==> config.mk <==
export PLATFORM = sky130hd
export DESIGN_NAME = spi_master_2cs
export DESIGN_NICKNAME = d
export VERILOG_FILES = /design/src/rtl/spi_master_2cs.sv
export SDC_FILE = /design/constraint.sdc
export NUM_CORES = 1
export LEC_CHECK = 0
export BUFFER_PORTS_ARGS = -buffer_cell sky130_fd_sc_hd__buf_2
export CAP_MARGIN = 20
export CORE_MARGIN = 2
export CORE_UTILIZATION = 49
export CTS_CLUSTER_DIAMETER = 30
export DETAILED_ROUTE_END_ITERATION = 10
export PLACE_DENSITY = 0.73
export SYNTH_ARGS = -nofsm -noshare
export SYNTH_HDL_FRONTEND = slang
export SYNTH_SLANG_ARGS = --single-unit
==> constraint.sdc <==
create_clock -name clk -period 1.45 [get_ports clk]
set_input_delay 0.29 -clock clk [delete_from_list [all_inputs] [get_ports clk]]
set_output_delay 0.29 -clock clk [all_outputs]
set_load 0.01 [all_outputs]
==> src/rtl/spi_master_2cs.sv <==
// spi_master_2cs: free-running SPI mode-0 master, 8-bit MSB-first frames,
// with two active-low chip selects chosen per frame by slave_num.
module spi_master_2cs #(
  parameter int SCLK_HALF = 1
) (
  input  logic       clk,
  input  logic       rst_n,
  input  logic       miso,
  input  logic [7:0] data,
  input  logic       slave_num,
  output logic       can_write,
  output logic [7:0] slave_data_on_master,
  output logic       sclk,
  output logic       mosi,
  output logic       cs1,
  output logic       cs2
);

  localparam int DIV_W = (SCLK_HALF > 1) ? $clog2(SCLK_HALF) : 1;
  localparam logic [DIV_W-1:0] DIV_LAST = DIV_W'(SCLK_HALF - 1);
  localparam logic [DIV_W-1:0] DIV_ONE  = DIV_W'(1);

  typedef enum logic [2:0] {
    ST_WAKE = 3'd0,
    ST_IDLE = 3'd1,
    ST_LOAD = 3'd2,
    ST_HI   = 3'd3,
    ST_LO   = 3'd4,
    ST_DONE = 3'd5
  } state_t;

  state_t           state_r;
  logic [6:0]       tx_r;
  logic [7:0]       rx_r;
  logic [2:0]       bit_cnt_r;
  logic [DIV_W-1:0] div_cnt_r;
  logic             phase_end_s;

  assign phase_end_s = (div_cnt_r == DIV_LAST);

  // Frame sequencer; every output is set on entry to the state it belongs to.
  always_ff @(posedge clk or negedge rst_n) begin
    if (!rst_n) begin
      state_r              <= ST_WAKE;
      tx_r                 <= 7'd0;
      rx_r                 <= 8'd0;
      bit_cnt_r            <= 3'd0;
      div_cnt_r            <= '0;
      can_write            <= 1'b0;
      slave_data_on_master <= 8'd0;
      sclk                 <= 1'b0;
      mosi                 <= 1'b0;
      cs1                  <= 1'b1;
      cs2                  <= 1'b1;
    end else begin
      case (state_r)
        ST_WAKE: begin
          state_r   <= ST_IDLE;
          can_write <= 1'b1;
          cs1       <= 1'b1;
          cs2       <= 1'b1;
          sclk      <= 1'b0;
          mosi      <= 1'b0;
        end
        ST_IDLE: begin
          // tx_r keeps only the bits still to be sent; bit 7 goes straight out
          state_r   <= ST_LOAD;
          can_write <= 1'b0;
          tx_r      <= data[6:0];
          mosi      <= data[7];
          cs1       <= slave_num;
          cs2       <= ~slave_num;
          div_cnt_r <= '0;
          bit_cnt_r <= 3'd0;
        end
        ST_LOAD: begin
          if (phase_end_s) begin
            state_r   <= ST_HI;
            sclk      <= 1'b1;
            div_cnt_r <= '0;
          end else begin
            div_cnt_r <= div_cnt_r + DIV_ONE;
          end
        end
        ST_HI: begin
          if (phase_end_s) begin
            // miso sampled just before the falling edge the slave shifts on
            state_r   <= ST_LO;
            sclk      <= 1'b0;
            rx_r      <= {rx_r[6:0], miso};
            mosi      <= tx_r[6];
            tx_r      <= {tx_r[5:0], 1'b0};
            div_cnt_r <= '0;
          end else begin
            div_cnt_r <= div_cnt_r + DIV_ONE;
          end
        end
        ST_LO: begin
          if (phase_end_s) begin
            div_cnt_r <= '0;
            if (bit_cnt_r == 3'd7) begin
              state_r              <= ST_DONE;
              cs1                  <= 1'b1;
              cs2                  <= 1'b1;
              mosi                 <= 1'b0;
              slave_data_on_master <= rx_r;
            end else begin
              state_r   <= ST_HI;
              sclk      <= 1'b1;
              bit_cnt_r <= bit_cnt_r + 3'd1;
            end
          end else begin
            div_cnt_r <= div_cnt_r + DIV_ONE;
          end
        end
        ST_DONE: begin
          state_r   <= ST_IDLE;
          can_write <= 1'b1;
        end
        default: begin
          state_r   <= ST_WAKE;
          can_write <= 1'b0;
          sclk      <= 1'b0;
          mosi      <= 1'b0;
          cs1       <= 1'b1;
          cs2       <= 1'b1;
        end
      endcase
    end
  end

endmodule

=== Word-level counts from Yosys, hierarchy flattened ===
Index checks and enable logic that the tools add are counted.

* Bits of input ports: 12
* Word-level logic and storage cells: 72
* Register bits: 35

* Multiplexer cells: 26
* Bitwise operators: 5
* Reduce and logical (&&, ||, !) cells: 17
* Eq/ne operators: 11
* Add/sub/neg operators: 2

{| class="wikitable"
|+ Operators with widths
! operator !! count
|-
| 2-to-1 mux 3 bit || 6
|-
| one-hot mux 3 bit (5 select lines) || 1
|-
| one-hot mux 7 bit (2 select lines) || 1
|-
| AND reduction 3 bit || 4
|-
| 2-to-1 mux 1 bit || 10
|-
| != test 2 bit (second input constant) || 5
|-
| equality test 3 bit (second input constant) || 3
|-
| one-hot mux 1 bit (4 select lines) || 2
|-
| 2-to-1 mux 7 bit || 1
|-
| equality test 3 x 2 -> 1 bit (second input constant) || 2
|-
| one-hot mux 1 bit (3 select lines) || 2
|-
| one-hot mux 3 bit (2 select lines) || 1
|-
| nonzero test 2 bit || 3
|-
| OR reduction 2 bit || 3
|-
| OR reduction 3 bit || 2
|-
| inverter 1 bit || 5
|-
| AND reduction 5 bit || 1
|-
| one-hot mux 1 bit (2 select lines) || 2
|-
| AND reduction 2 bit || 2
|-
| AND reduction 4 bit || 1
|-
| adder 3 x 1 -> 3 bit (second input constant) || 1
|-
| equality test 3 x 1 -> 1 bit (second input constant) || 1
|-
| logical NOT 3 bit || 1
|-
| adder 1 bit (second input constant) || 1
|}

=== Logic depth before layout (Yosys ltp) ===
* Word-level depth: 4
* Depth in mapped cells: 5
* Depth with buffers taken out: 5

=== Least setup slack after synthesis ===
Ideal clock, no wire load.

* Path type: register to register
* From: reg bit_cnt_r[0]
* To: reg slave_data_on_master[0]
* Slack: -60 ps
* Library setup time: 125 ps
* Required time: 1325 ps
* Arrival time: 1385 ps
* Cell stages (with the launch flop): 6
* Cell sequence: dfrtp_1 -> ha_1 -> ha_1 -> nand2b_1 -> nor2_4 -> mux2_2

* Cells in the longest elaborated chain, start to end: 2

{| class="wikitable"
|+ RTL lines
! what !! RTL line !! source
|-
| from (decl) || 35 || <nowiki>logic [2:0] bit_cnt_r;</nowiki>
|-
| from (signal assigned) || 110 || <nowiki>bit_cnt_r <= bit_cnt_r + 3'd1;</nowiki>
|-
| equality test 3 bit || 101 || <nowiki>if (bit_cnt_r == 3'd7) begin</nowiki>
|-
| AND reduction 3 bit (no source line) || n/a ||
|-
| to (signal assigned) || 106 || <nowiki>slave_data_on_master <= rx_r;</nowiki>
|-
| to (decl) || 12 || <nowiki>output logic [7:0] slave_data_on_master,</nowiki>
|}

No other way between the ends.
A chain may end at the register's enable or synchronous reset.

=== Final worst setup path ===
* From: reg bit_cnt_r[1]
* To: reg bit_cnt_r[0]

* Cells in the longest elaborated chain, start to end: 3

{| class="wikitable"
|+ RTL lines
! what !! RTL line
|-
| equality test 3 bit || 101
|-
| != test 2 bit (no source line) || n/a
|-
| AND reduction 3 bit (no source line) || n/a
|}

No other way between the ends.

==> run summary <==
Die Height: 59.61 um
Placement Setup Slack: -72.57 ps
Post-Syn Instances: 122
IO Count: 25
Worst Path Required: 1680 ps
H-tree depth: 2
mapped cell area: 1515 sq um
CTS max path bufs: 2
vias in the first global route: 1059
Lkg Pwr: 0.9177 nW
Synth Area per Inst: 12.42 sq um
GP Congestion: 0.7530
RSZ-0062 raised after global routing: true
Syn Nets: 136
Setup crit start kind: register
gr ovfl total: 0
Routed wire per std cell: 14.31 um
DRT Wirelength: 2804 um
initial antenna violation count: 0
fillers: 243
class of the worst hold path: primary input to register
Area Overhead vs Synth: 24.69%
Row Count: 20
Worst Tran Pin Value: 426.5 ps
Skew-Pair Late Insertion Delay: 340 ps
initial core utilization: 0.5046
DR vias/cell: 5.337
maximum vdd drop: 692.6 uV
drt pass-1 iters: 4
Non-Filler Instances: 196
final setup vio count: 8
worst-path maximum fanout: 4
worst hold margin: 171.7 ps
Fin. Hold Viols: 0
routed via count: 1046
core area: 3003 sq um
Slew headroom: 0.7157
total clock sinks: 34
Final WS setup: -33.11 ps
DR iter-0 viols: 36
dpl cells: 184
fin nets: 176
Root Driver: clkbuf_4
die footprint: 3553 sq um
clk_skew: 3.544 ps
Max Cap Viol: 0
pin count of the biggest net entering global routing: 23
post-layout min period: 1483 ps
number of synthesized register bits: 34
flip-flop and latch area: 853.3 sq um
Num CTS Buffers: 5
crit end category: register
Final HPWL DP: 1921 um
Post-Route Utilization: 0.6292
Remaining DRCs: 0
PD cells: 874.3 nW/um^2
CTS tree: done
chip width: 59.61 um
count of port buffers added during placement: 24
multi-input logic area: 666.9 sq um
Cell Area, Placed: 1748 sq um
GRT Util Overall: 0.1879
crit share post-route: 1.023
antenna-violating nets left: 0
failing checks: setup timing
FMAX: 674.3 MHz
status: finished, violations left
Cell variety after synth: 28
Final Max Tran Viols: 0
register area share after synthesis: 0.5632
total power: 1.652 mW
global-route wire length before repair: 4767 um
clock-pin slew on the worst setup and hold paths: 100 ps
WS Path Type: register to register
n_diodes: 0
Yosys Warn Count: 0
Setup TNS Final: -73.15 ps
share of layout cells above drive strength 1: 0.4294
Crit path arrival time: 1710 ps
Finished Cell Area: 1889 sq um
power by group:
part           total (mW)  internal (mW)  leakage [nW]  switching, mW
combinational       0.103         0.0562         0.479         0.0468
clock               0.549          0.235        0.0353          0.314
sequential           1.00          0.981         0.403         0.0188
area by class of cell:
class | count | area share
Sequential cell | 34 | 0.4517
Multi-Input combinational cell | 80 | 0.3530
Timing Repair Buffer | 39 | 0.1377
Clock buffer | 7 | 0.02914
Tap cell | 33 | 0.02185
Inverter | 2 | 0.003974
Clock inverter | 1 | 0.002649
synth_stat cells:
cell	count	share of area
a21oi_1	2	0.0066
a221o_1	3	0.020
a22oi_1	2	0.0099
a32o_1	1	0.0066
and2_1	3	0.012
buf_2	2	0.0066
buf_4	3	0.015
buf_6	1	0.0074
dfrtp_1	32	0.53
dfstp_2	2	0.035
ha_1	2	0.017
inv_1	2	0.0050
mux2_2	16	0.12
mux2i_1	8	0.053
nand2_1	8	0.020
nand2_2	1	0.0041
nand2b_1	5	0.021
nor2_1	3	0.0074
nor2_4	1	0.0074
nor2b_1	4	0.017
nor2b_2	1	0.0058
o21ai_0	13	0.043
o21ai_1	1	0.0033
o21bai_1	2	0.0099
o22ai_1	1	0.0041
o2bb2ai_1	1	0.0058
o32ai_1	1	0.0058
xnor2_1	1	0.0058
cell families (layout without fill, tap and decap cells):
kind of cell,count (synthesis),count (layout),synth area share
AOI/OAI and AO/OA,27,27,0.1148
xor gates and xnor gates,1,1,0.005781
adders and majority gates,2,2,0.01651
buffers and inverters,8,49,0.03386
DFF,34,34,0.5632
muxes,24,24,0.1718
and+or+nand+nor,26,26,0.09414
cell usage in the layout, fill, tap and decap left out, types with 2 or more instances in the layout:
cell type	n
a21oi_1	2
a221o_1	3
a22oi_1	2
and2_1	3
buf_12	2
buf_2	24
buf_4	12
clkbuf_4	5
dfrtp_1	32
dfstp_2	2
inv_1	2
mux2_2	8
mux2_4	8
mux2i_1	8
nand2_1	8
nand2b_1	4
nor2_1	3
nor2b_1	4
o21ai_0	11
o21ai_1	2
o21bai_1	2
worst paths after layout:
check                      cells after the start  slack (ps)                      from                             endpoint
min in group asynchronous                      2         410                     rst_n                     mosi$_DFFE_PN0P_
setup / recovery                               5         -30  bit_cnt_r[1]$_DFFE_PN0P_             bit_cnt_r[0]$_DFFE_PN0P_
max in group asynchronous                      3         610                     rst_n  slave_data_on_master[4]$_DFFE_PN0N_
hold reg to reg                                2         490       tx_r[1]$_DFFE_PN0P_                  tx_r[1]$_DFFE_PN0P_
hold / removal                                 2         170                      miso                  rx_r[0]$_DFFE_PN0P_
setup reg to reg                               5         -30  bit_cnt_r[1]$_DFFE_PN0P_             bit_cnt_r[0]$_DFFE_PN0P_
per-layer routing:
metal | share of wire | wire (um) | track usage | up-vias
met3 | 0.064 | 180 | 0.07205 | 6
met5 | 0 | 0 | 0 | -
li1 | - | - | - | 509
met1 | 0.44 | 1233 | 0.2315 | 500
met4 | 0.020 | 56 | 0.1048 | 0
met2 | 0.48 | 1333 | 0.2826 | 31
what timing repair did:
action,in CTS,in global routing
setup endpoints to repair,12,12
hold buffers,1,0
buffers inserted,2,1
endpoints found under the hold margin,14,0
gates resized for setup,10,1
pin swaps,5,0
critical path: stages, from the launching register on:
cell and delay (ps):
dfrtp_1 410, ha_2 210, ha_4 180, o21ai_2 110
nand2b_1 120, a221o_1 350
state kept, by name, indices dropped and copies added, names as in the netlist:
signal and count:
state_r 3, slave_data_on_master 8, tx_r 7, cs1 1, sclk 1, cs2 1, rx_r 8, can_write 1
mosi 1, bit_cnt_r 3
Note: power is estimated with default switching activity, not from simulation.
